## src/rtl/clock_pkg.sv

```systemverilog
// Shared definitions for the alarm scheduler: slot count, time field widths,
// the scheduler FSM state type and the alarm/clock time comparison helper.
package clock_pkg;

  localparam int NUM_ALARM_SLOTS = 4;
  localparam int SLOT_W          = 2;
  localparam int HOUR_W          = 5;
  localparam int MIN_W           = 6;
  localparam int SEC_W           = 6;
  localparam int CNT_W           = 4;

  typedef enum logic {
    IDLE = 1'b0,
    RING = 1'b1
  } alarm_state_t;

  // Hours and minutes must agree; the AM/PM flag only matters in 12-hour mode.
  function automatic logic time_match(
    input logic [HOUR_W-1:0] a_hh,
    input logic [MIN_W-1:0]  a_mm,
    input logic              a_ap,
    input logic [HOUR_W-1:0] b_hh,
    input logic [MIN_W-1:0]  b_mm,
    input logic              b_ap,
    input logic              twelve_24
  );
    return (a_hh == b_hh) && (a_mm == b_mm) && (!twelve_24 || (a_ap == b_ap));
  endfunction

endpackage

```

## src/rtl/snooze_time_add.sv

```systemverilog
// Combinational wall-clock adder: hh:mm (+ am_pm) plus ADD_MIN minutes,
// wrapping the hour in either 12-hour or 24-hour mode. Only built when the
// snooze feature (ALARM_SNOOZE_EN) is compiled in, since nothing else uses it.
`ifdef ALARM_SNOOZE_EN
module snooze_time_add
  import clock_pkg::*;
#(
  parameter int ADD_MIN = 5
) (
  input  logic              twelve_24,
  input  logic [HOUR_W-1:0] hh,
  input  logic [MIN_W-1:0]  mm,
  input  logic              am_pm,
  output logic [HOUR_W-1:0] sum_hh,
  output logic [MIN_W-1:0]  sum_mm,
  output logic              sum_am_pm
);

  logic [MIN_W:0] mm_sum;

  // Add the minutes, then carry one hour when the minute field overflows.
  // 12-hour mode: 11 -> 12 flips AM/PM, 12 -> 1 keeps it.
  always_comb begin
    mm_sum    = {1'b0, mm} + 7'(ADD_MIN);
    sum_hh    = hh;
    sum_mm    = mm_sum[MIN_W-1:0];
    sum_am_pm = am_pm;
    if (mm_sum >= 7'd60) begin
      sum_mm = 6'(mm_sum - 7'd60);
      if (twelve_24) begin
        if (hh == 5'd11) begin
          sum_hh    = 5'd12;
          sum_am_pm = ~am_pm;
        end else if (hh == 5'd12) begin
          sum_hh = 5'd1;
        end else begin
          sum_hh = hh + 5'd1;
        end
      end else begin
        if (hh == 5'd23) sum_hh = '0;
        else             sum_hh = hh + 5'd1;
      end
    end
  end

endmodule
`endif

```

## src/rtl/alarm_scheduler.sv

```systemverilog
// Four-slot alarm scheduler. Slots are compared against the running clock at
// the top of each minute; matching slots become pending and are rung one at a
// time, lowest index first, for RING_SECS ticks or until dismissed, snoozed or
// rewritten. Optional snooze support is built when ALARM_SNOOZE_EN is defined;
// without it the snooze input is ignored and no snooze targets exist.
module alarm_scheduler
  import clock_pkg::*;
#(
  parameter int RING_SECS  = 10,
  parameter int SNOOZE_MIN = 5
) (
  input  logic                       clk,
  input  logic                       rst,
  input  logic                       tick,
  input  logic [HOUR_W-1:0]          hh,
  input  logic [MIN_W-1:0]           mm,
  input  logic [SEC_W-1:0]           ss,
  input  logic                       am_pm,
  input  logic                       twelve_24,
  input  logic                       wr_en,
  input  logic [SLOT_W-1:0]          wr_slot,
  input  logic [HOUR_W-1:0]          wr_hh,
  input  logic [MIN_W-1:0]           wr_mm,
  input  logic                       wr_am_pm,
  input  logic                       wr_on,
  input  logic                       snooze,
  input  logic                       dismiss,
  output logic                       alarm_signal,
  output logic [SLOT_W-1:0]          active_slot,
  output logic [NUM_ALARM_SLOTS-1:0] pending,
  output logic [NUM_ALARM_SLOTS-1:0] slot_on
);

  // Current FSM state, kept as a named signal so checkers can bind to it.
  alarm_state_t state;

  logic [HOUR_W-1:0] slot_hh [NUM_ALARM_SLOTS];
  logic [MIN_W-1:0]  slot_mm [NUM_ALARM_SLOTS];
  logic              slot_ap [NUM_ALARM_SLOTS];
  logic [CNT_W-1:0]  ring_cnt;

  logic                       second_zero;
  logic [NUM_ALARM_SLOTS-1:0] alarm_hit;
  logic [NUM_ALARM_SLOTS-1:0] snz_hit;
  logic [NUM_ALARM_SLOTS-1:0] wr_mask;
  logic [NUM_ALARM_SLOTS-1:0] ring_clear;
  logic [NUM_ALARM_SLOTS-1:0] grant_avail;
  logic                       grant_any;
  logic [SLOT_W-1:0]          grant_slot;
  logic                       ring_write_hit;
  logic                       ring_dismiss;
  logic                       ring_snooze;
  logic                       ring_timeout;
  logic                       ring_exit;

  assign second_zero = tick && (ss == '0);
  assign wr_mask     = wr_en ? (NUM_ALARM_SLOTS'(1) << wr_slot) : '0;

  // Exit reasons while ringing, in priority order: rewrite of the ringing
  // slot, dismiss, snooze, then expiry of the ring time.
  assign ring_write_hit = (state == RING) && wr_en && (wr_slot == active_slot);
  assign ring_dismiss   = (state == RING) && !ring_write_hit && dismiss;
  assign ring_timeout   = (state == RING) && !ring_write_hit && !dismiss && !ring_snooze &&
                          tick && (ring_cnt == CNT_W'(RING_SECS - 1));
  assign ring_exit      = ring_write_hit || ring_dismiss || ring_snooze || ring_timeout;
  assign ring_clear     = ring_exit ? (NUM_ALARM_SLOTS'(1) << active_slot) : '0;

  // A slot being rewritten this cycle is not eligible for a grant.
  assign grant_avail = pending & ~wr_mask;

  // Top-of-minute comparison of every enabled slot against the clock.
  always_comb begin
    alarm_hit = '0;
    for (int i = 0; i < NUM_ALARM_SLOTS; i++) begin
      alarm_hit[i] = second_zero && slot_on[i] &&
                     time_match(slot_hh[i], slot_mm[i], slot_ap[i], hh, mm, am_pm, twelve_24);
    end
  end

  // Lowest-index pending slot wins the grant.
  always_comb begin
    grant_any  = 1'b0;
    grant_slot = '0;
    for (int i = NUM_ALARM_SLOTS - 1; i >= 0; i--) begin
      if (grant_avail[i]) begin
        grant_any  = 1'b1;
        grant_slot = SLOT_W'(i);
      end
    end
  end

`ifdef ALARM_SNOOZE_EN
  logic [HOUR_W-1:0]          snz_hh [NUM_ALARM_SLOTS];
  logic [MIN_W-1:0]           snz_mm [NUM_ALARM_SLOTS];
  logic                       snz_ap [NUM_ALARM_SLOTS];
  logic [NUM_ALARM_SLOTS-1:0] snz_valid;
  logic [HOUR_W-1:0]          sum_hh;
  logic [MIN_W-1:0]           sum_mm;
  logic                       sum_am_pm;

  assign ring_snooze = (state == RING) && !ring_write_hit && !dismiss && snooze;

  snooze_time_add #(
    .ADD_MIN (SNOOZE_MIN)
  ) u_snooze_add (
    .twelve_24 (twelve_24),
    .hh        (hh),
    .mm        (mm),
    .am_pm     (am_pm),
    .sum_hh    (sum_hh),
    .sum_mm    (sum_mm),
    .sum_am_pm (sum_am_pm)
  );

  // Snooze targets match by the same rule as the slot alarms.
  always_comb begin
    snz_hit = '0;
    for (int i = 0; i < NUM_ALARM_SLOTS; i++) begin
      snz_hit[i] = second_zero && snz_valid[i] &&
                   time_match(snz_hh[i], snz_mm[i], snz_ap[i], hh, mm, am_pm, twelve_24);
    end
  end

  // Snooze target per slot: a rewrite or dismiss kills it, a snooze of the
  // ringing slot (re)arms it from the current time, and a match consumes it.
  always_ff @(posedge clk) begin
    if (rst) begin
      for (int i = 0; i < NUM_ALARM_SLOTS; i++) begin
        snz_hh[i] <= '0;
        snz_mm[i] <= '0;
        snz_ap[i] <= 1'b0;
      end
      snz_valid <= '0;
    end else begin
      for (int i = 0; i < NUM_ALARM_SLOTS; i++) begin
        if (wr_mask[i] || (ring_dismiss && (active_slot == SLOT_W'(i)))) begin
          snz_valid[i] <= 1'b0;
        end else if (ring_snooze && (active_slot == SLOT_W'(i))) begin
          snz_hh[i]    <= sum_hh;
          snz_mm[i]    <= sum_mm;
          snz_ap[i]    <= sum_am_pm;
          snz_valid[i] <= 1'b1;
        end else if (snz_hit[i]) begin
          snz_valid[i] <= 1'b0;
        end
      end
    end
  end
`else
  localparam int unused_snooze_min = SNOOZE_MIN;
  logic unused_snooze;

  assign unused_snooze = snooze;
  assign ring_snooze   = 1'b0;
  assign snz_hit       = '0;
`endif

  // Slot program storage and pending bits; a write always beats a match.
  always_ff @(posedge clk) begin
    if (rst) begin
      for (int i = 0; i < NUM_ALARM_SLOTS; i++) begin
        slot_hh[i] <= '0;
        slot_mm[i] <= '0;
        slot_ap[i] <= 1'b0;
      end
      slot_on <= '0;
      pending <= '0;
    end else begin
      pending <= ((pending & ~ring_clear) | alarm_hit | snz_hit) & ~wr_mask;
      if (wr_en) begin
        slot_hh[wr_slot] <= wr_hh;
        slot_mm[wr_slot] <= wr_mm;
        slot_ap[wr_slot] <= wr_am_pm;
        slot_on[wr_slot] <= wr_on;
      end
    end
  end

  // Ring sequencer: grant in IDLE, count ticks and watch exit reasons in RING.
  always_ff @(posedge clk) begin
    if (rst) begin
      state        <= IDLE;
      active_slot  <= '0;
      ring_cnt     <= '0;
      alarm_signal <= 1'b0;
    end else begin
      case (state)
        IDLE: begin
          if (grant_any) begin
            state        <= RING;
            active_slot  <= grant_slot;
            ring_cnt     <= '0;
            alarm_signal <= 1'b1;
          end
        end
        RING: begin
          if (ring_exit) begin
            state        <= IDLE;
            alarm_signal <= 1'b0;
          end else if (tick) begin
            ring_cnt <= ring_cnt + CNT_W'(1);
          end
        end
        default: begin
          state        <= IDLE;
          alarm_signal <= 1'b0;
        end
      endcase
    end
  end

endmodule

```

## config.mk

```make
export PLATFORM = sky130hd
export DESIGN_NAME = alarm_scheduler
export DESIGN_NICKNAME = d
export VERILOG_FILES = /design/src/rtl/clock_pkg.sv /design/src/rtl/snooze_time_add.sv /design/src/rtl/alarm_scheduler.sv
export SDC_FILE = /design/constraint.sdc
export NUM_CORES = 1
export LEC_CHECK = 0
export CAP_MARGIN = 20
export CORE_MARGIN = 3
export CORE_UTILIZATION = 34
export DETAILED_ROUTE_END_ITERATION = 16
export PLACE_DENSITY = 0.6
export SLEW_MARGIN = 20
export SYNTH_ARGS = -nofsm -noshare
export SYNTH_HDL_FRONTEND = slang
export SYNTH_SLANG_ARGS = --single-unit
```

## constraint.sdc

```tcl
create_clock -name clk -period 2.1 [get_ports clk]
set_clock_uncertainty 0.15 [all_clocks]
set_input_delay 0.315 -clock clk [delete_from_list [all_inputs] [get_ports clk]]
set_output_delay 0.315 -clock clk [all_outputs]
set_load 0.01 [all_outputs]
```

==> results of run 1 <==
==> metal layers <==
metal | share of wire | vias to the layer above | wire length, um
li1 | - | 1168 | -
met1 | 0.45 | 1049 | 3470
met2 | 0.47 | 70 | 3640
met3 | 0.067 | 7 | 517
met4 | 0.012 | 0 | 93
met5 | 0 | - | 0
==> final cells by class <==
cell class	instances	area share
flip-flops and latches	64	0.420
multi-input cells	189	0.308
repair buffers	75	0.178
well taps	108	0.0322
clock buffers	10	0.0304
inverters	21	0.0188
clock inverters	5	0.0116
==> power groups by stage <==
stage	logic, uW	clock network (uW)	registers, uW
6_report	363	995	1470
5_1_grt	397	1080	1470
4_1_cts	368	1020	1470
3_5_place_dp	366	0	1500
3_3_place_gp	364	0	1490
2_1_floorplan	162	0	1490
==> critical path: stages <==
cell	delay (ps)
clkdlybuf4s50_1	650
mux2i_1	270
a311oi_1	150
a311o_2	440
o311ai_2	230
==> path summary, 6_finish.rpt <==
kind                 endpoint  cells past startpoint
setup / recovery  ring_cnt[3]                      5
hold reg to reg   ring_cnt[1]                      2
hold / removal    ring_cnt[1]                      2
setup reg to reg  ring_cnt[3]                      5
==> cell usage in the layout (no fill, tap or decap), drive strengths merged, types with 2 or more instances in the layout <==
master and instances:
clkdlybuf4s50 49, edfxtp 48, nor2 44, xor2 36
buf 26, inv 21, nand2 16, dfxtp 16
xnor2 14, clkbuf 10, nor4 8, nand2b 7
mux2i 7, nand4 7, a21oi 6, a211oi 5
nand3 4, o41ai 4, and4 4, clkinv 4
a311oi 3, a311o 3, or3b 2, nand3b 2
or4 2, o311ai 2, ha 2
==> metrics by stage <==
stage          TNS [ps]  hold WS, ps  power (uW)
2_1_floorplan         0          309        1650
3_3_place_gp      -1330          346        1860
3_5_place_dp      -1820          356        1860
4_1_cts               0          367        2860
5_1_grt               0          402        2950
6_report              0          359        2830
==> kinds of logic after synthesis <==
family | count (synthesis) | synth area share
buffers and inverters | 32 | 0.0491
AOI/OAI and AO/OA | 28 | 0.0775
DFF | 64 | 0.549
muxes | 7 | 0.0218
adders and majority gates | 2 | 0.00779
and+or+nand+nor | 102 | 0.159
xor gates and xnor gates | 50 | 0.136
==> registers in the layout, summed over array words and instances (netlist names) <==
| name | count |
|---|---|
| slot_mm | 24 |
| state | 1 |
| pending | 4 |
| ring_cnt | 4 |
| slot_ap | 4 |
| slot_on | 4 |
| slot_hh | 20 |
| alarm_signal | 1 |
| active_slot | 2 |
==> summary.txt, run 1 <==
Place
  – Count of port buffers added during placement: 49
  – DP Worst Slack: -187 ps
  – DP Wirelength: 5580 um
  – DP Area: around 4000 um2
  – GPL Wtd Cong: 0.831
  – Post-Place Cells: 457

GRT
  – First-pass GRT wire length: about 12000 um
  – Met2 Usage GRT: 0.246
  – Initial antenna violation count: 0
  – M1 GR Usage: 0.216
  – Tot GR Track Use: 0.157
  – Vias in the first global route: 2255
  – Busiest grt layer: met2
  – Largest net degree at the start of global routing: 15
  – GR Overflow Total: 0
  – Met3 Track Usage GR: 0.0248

Layout
  – Ant diodes: 0
  – Non-filler cells, final: ~470
  – Final nets: 402
  – Filler cells: ~850
  – Post-route cell area: approximately 4200 um2
  – Fin util: 0.469
  – Register area: around 1800 um2
  – Area occupied by multi-input gates: about 1300 um2
  – Share of layout cells above drive strength 1: 0.126
  – Area grow syn2layout: 30.5%

Floorplan
  – Chip height: just over 100 um
  – Core Box Area: between 8000 and 9000 um2
  – IO Pins: 51
  – Die X: approximately 100 um
  – Row cnt: 34
  – Initial Utilization: 0.360
  – Die ar.: ~11000 um2

CTS
  – TritonCTS clock tree: yes
  – Hold Buf Count CTS: 0
  – H-tree Lvls: 3
  – Root Buffer: clkbuf_8
  – Post-CTS setup buffer count: 0
  – Inserted Clock Buffers: 9
  – Clk sinks: 64
  – Clock transition at path regs: 70 ps
  – Clk_lat worst skew: approximately 340 ps
  – CTS resizes: 0
  – Max clock buf depth: 2

Timing
  – Worst setup margin: 141 ps
  – Fin crit share: 0.933
  – Max Freq: roughly 0.51 GHz
  – # setup viols final: 0
  – Tmin final: 1960 ps
  – Final hold vios: 0
  – Slew @ Worst Pin: 399 ps
  – RSZ-0062 raised after global routing: false
  – Fin. max-slew vios: 0
  – Relative slew margins: 0.732

Synth
  – FF+latch count, synth: 64
  – Synth top area share: 0.449
  – Syn nets: 327
  – Syn Area/Cell: 11.3 um2
  – Seq/Total Area, Yosys: 0.549
  – Yosys top cell by area: edfxtp_1
  – Syn Inst Count: between 200 and 300
  – Synth cell types: 41
  – Most frequent cell after synthesis: edfxtp_1
  – Synth cell count leaders: edfxtp_1 (48), nor2_1 (44), xor2_1 (36)
  – Synth top area cells: edfxtp_1 (45%), dfxtp_1 (10%), xor2_1 (9.8%)
  – Synthesis Warnings: 0
  – EDFF count, synth: between 40 and 50
  – Synth Flop Type: edfxtp_1
  – FFs w/ async S/R, synth: 0
  – Post-Syn Area: between 3000 and 4000 um2

Critical path
  – Setup crit start: wr_slot[0]
  – Worst setup EP type: register
  – Startpoint Class: input pin
  – Reg-to-reg setup timing slack: about 280 ps
  – RR Startpoint: ring_cnt[0]
  – CP required: 2200 ps
  – Crit path max fanout: 7
  – Worst Setup Path Type: in -> reg
  – CP arrival: around 2000 ps

Route
  – Vias: around 2300
  – Antenna Violating Nets Remaining: 0
  – DR DRC count: 0
  – Routed len/inst: between 15 and 20 um
  – First-pass DRT Iterations: 4
  – Vias per cell: roughly 4.9
  – Routed WL: slightly below 8000 um
  – Initial DRC Count: between 70 and 80

Power
  – Combinational power share: 0.128
  – Int Pwr: about 2200 uW
  – Leakage: 0.00157 uW
  – Worst vdd ir: approximately 0.40 mV
  – Sw Ratio: 0.237
  – Clock share of power: 0.352
  – P_sw: roughly 670 uW
  – Reg power frac: 0.519
  – Pwr/cell area: roughly 670 nW/um2

Min path
  – Hold WC Path Type: reg -> reg
  – HP Start: ring_cnt[1]

Outcome
  – Status: finished, final reports clean

Flow run
  – MaxCap Viol Count: 0
Power figures use the tool's default switching activity.
==> inputs of run 2 (changes only) <==
--- a/config.mk
+++ b/config.mk
@@ -7,5 +7,4 @@
 export LEC_CHECK = 0
 export CAP_MARGIN = 20
-export CORE_MARGIN = 3
 export CORE_UTILIZATION = 34
 export DETAILED_ROUTE_END_ITERATION = 16
--- a/constraint.sdc
+++ b/constraint.sdc
@@ -3,3 +3,3 @@
 set_input_delay 0.315 -clock clk [delete_from_list [all_inputs] [get_ports clk]]
 set_output_delay 0.315 -clock clk [all_outputs]
-set_load 0.01 [all_outputs]
+set_load 0.02 [all_outputs]
==> summary.txt, run 2 (synthesis gave the netlist of run 1 again) <==
Floorplan
  – Initial Utilization: 0.349 (-0.0103)
  – IO Pins: 51 (unchanged)
  – Chip height: 99.2 um (-3.9%)
  – Die X: 99.2 um (-3.9%)
  – Row cnt: 35 (+2.9%)
  – Core Box Area: 9200 um2 (+2.9%)
  – Die ar.: 9840 um2 (-7.6%)

Layout
  – Ant diodes: 0 (unchanged)
  – Max FFs per register: 24 (unchanged)
  – Commonest non-fill, non-tap cell in the layout: clkdlybuf4s50_1
  – Reg with most FFs: slot_mm
  – Share of layout cells above drive strength 1: 0.127 (+0.000348)
  – Filler cells: 862 (+1.2%)
  – Non-filler cells, final: 474 (+0.42%)
  – Largest regs: slot_mm: 24 flops, slot_hh: 20 flops
  – Post-route cell area: 4250 um2 (+1.3%)
  – Area grow syn2layout: 32.3%
  – Most frequent cells in the layout: clkdlybuf4s50_1 (49), edfxtp_1 (48), nor2_1 (44)
  – Final nets: 400 (-0.50%)

Route
  – Vias per cell: 5.01 (+3.2%)
  – Routed len/inst: 16.2 um (-0.82%)
  – Routed wl met3: 290 um (-44%)
  – DRT met1 WL: 3620 um (+4.1%)
  – First-pass DRT Iterations: 13 (+9)
  – Routed WL: 7700 um (-0.40%)
  – Antenna Violating Nets Remaining: 0 (unchanged)
  – Initial DRC Count: 109 (+49%)
  – Metal2 WL: 3700 um (+1.6%)
  – Vias: 2377 (+3.6%)
  – DR DRC count: 2 (+2)
  – Top Metal Used: met4

CTS
  – Clk_lat worst skew: 340 ps (about the same)
  – CTS resizes: 0 (unchanged)
  – Post-CTS setup buffer count: 0 (unchanged)
  – Clk sinks: 64 (unchanged)
  – H-tree Lvls: 3 (unchanged)
  – Inserted Clock Buffers: 9 (unchanged)
  – Clock transition at path regs: 70 ps (about the same)
  – Hold Buf Count CTS: 0 (unchanged)
  – Root Buffer: clkbuf_8
  – TritonCTS clock tree: yes
  – Max clock buf depth: 2 (unchanged)

Critical path
  – Crit-path cells: clkdlybuf4s50_1
  – Worst Reg2Reg Path Length in Cells: 7 (+2)
  – Startpoint Class: register
  – CP Buf/Inv Count: 1 (unchanged)
  – CP required: 1630 ps (-570 ps)
  – Slowest stage cell, crit path: clkdlybuf4s50_1
  – Crit path max-delay family: buffers and inverters
  – Worst setup EP type: output port
  – WP depth: 1 (-4)
  – CP arrival: 1450 ps (-600 ps)
  – Worst Setup Path Type: reg -> out
  – Critical path's largest stage delay: 650 ps (about the same)
  – Crit path max fanout: 6 (-1)

Outcome
  – Status: finished, violations left
  – Violated checks: design-rule violations

Power
  – Leakage: 0.00159 uW (+0.93%)
  – Sw Ratio: 0.230 (-0.00741)
  – Combinational power share: 0.116 (-0.012)
  – Worst vdd ir: 0.289 mV (-27%)
  – Clock share of power: 0.416 (+0.064)
  – Pwr/cell area: 737 nW/um2 (+9.4%)
  – Reg power frac: 0.468 (-0.051)
  – P_sw: 720 uW (+7.3%)
  – Int Pwr: 2410 uW (+12%)

Timing
  – Final hold vios: 0 (unchanged)
  – Max Freq: 0.521 GHz (+2.1%)
  – RSZ-0062 raised after global routing: false
  – # setup viols final: 0 (unchanged)
  – Fin crit share: 0.914 (-0.0192)
  – Fin. max-slew vios: 0 (unchanged)
  – Slew @ Worst Pin: 489 ps (+90.0 ps)
  – Tmin final: 1920 ps (-40.3 ps)
  – Relative slew margins: 0.671 (-0.0606)

Place
  – Count of port buffers added during placement: 49 (unchanged)
  – DP Wirelength: 5510 um (-1.4%)
  – Post-Place Cells: 458 (+0.22%)
  – DP Area: 4010 um2 (-0.28%)
  – GPL Wtd Cong: 0.777 (-6.5%)

GRT
  – Largest net degree at the start of global routing: 15 (unchanged)
  – First-pass GRT wire length: 12400 um (+2.3%)
  – Initial antenna violation count: 0 (unchanged)
  – Vias in the first global route: 2437 (+8.1%)
  – GR Overflow Total: 0 (unchanged)
  – Tot GR Track Use: 0.167 (+0.0104)

Min path
  – Hold Path Cell Cnt: 2 (unchanged)
  – Hold WC Path Type: reg -> reg

Flow run
  – MaxCap Viol Count: 0 (unchanged)
[run 2: cell types whose count changed in the layout (fill, tap and decap cells not counted)]
cell,previous run,this run
buf_4,21,19
clkinv_4,0,1
clkbuf_1,1,0
inv_6,0,1
clkinv_2,3,0
bufinv_16,1,3
clkinvlp_4,0,1
[run 2: layout make-up]
cell class,count,area [um2],area share
clock buffers,9,124,0.0292
clock inverters,7,119,0.0280
inverters,21,78.8,0.0186
multi-input cells,189,1290,0.304
flip-flops and latches,64,1760,0.415
well taps,111,139,0.0327
repair buffers,73,733,0.173
[run 2: final timing paths]
path | startpoint | end | slack [ps]
setup / recovery | active_slot[0] | active_slot[0] | 180
hold / removal | alarm_signal | alarm_signal | 370
hold reg to reg | alarm_signal | alarm_signal | 370
setup reg to reg | ring_cnt[1] | ring_cnt[2] | 300
[run 2: power by group through the flow]
stage	registers, uW	clock network (uW)	logic [uW]
floorplan	1490	0	162
global placement	1490	0	363
detailed placement	1500	0	364
CTS	1470	1320	366
global route	1470	1380	394
finish	1470	1300	363
[run 2: per-stage QoR]
step	util	setup WS (ps)	power (uW)	TNS [ps]	hold WS, ps
2_1_floorplan	-	206	1660	0	309
3_3_place_gp	0.436	-102	1860	-828	350
3_5_place_dp	0.436	-115	1860	-977	354
4_1_cts	0.462	165	3160	0	373
5_1_grt	0.462	130	3250	0	406
6_report	0.462	181	3130	0	370
[run 2: metal layers]
| metal | vias to the layer above | global-route usage |
|---|---|---|
| met2 | 58 | 0.290 |
| met3 | 7 | 0.0323 |
| li1 | 1161 | - |
| met5 | - | 0 |
| met4 | 0 | 0.0475 |
| met1 | 1151 | 0.212 |
[run 2: tightest hold or removal path, cell delays in order, from the launching register on]
cell,delay [ps]
dfxtp_1,330
o32ai_1,90
nor2_1,70
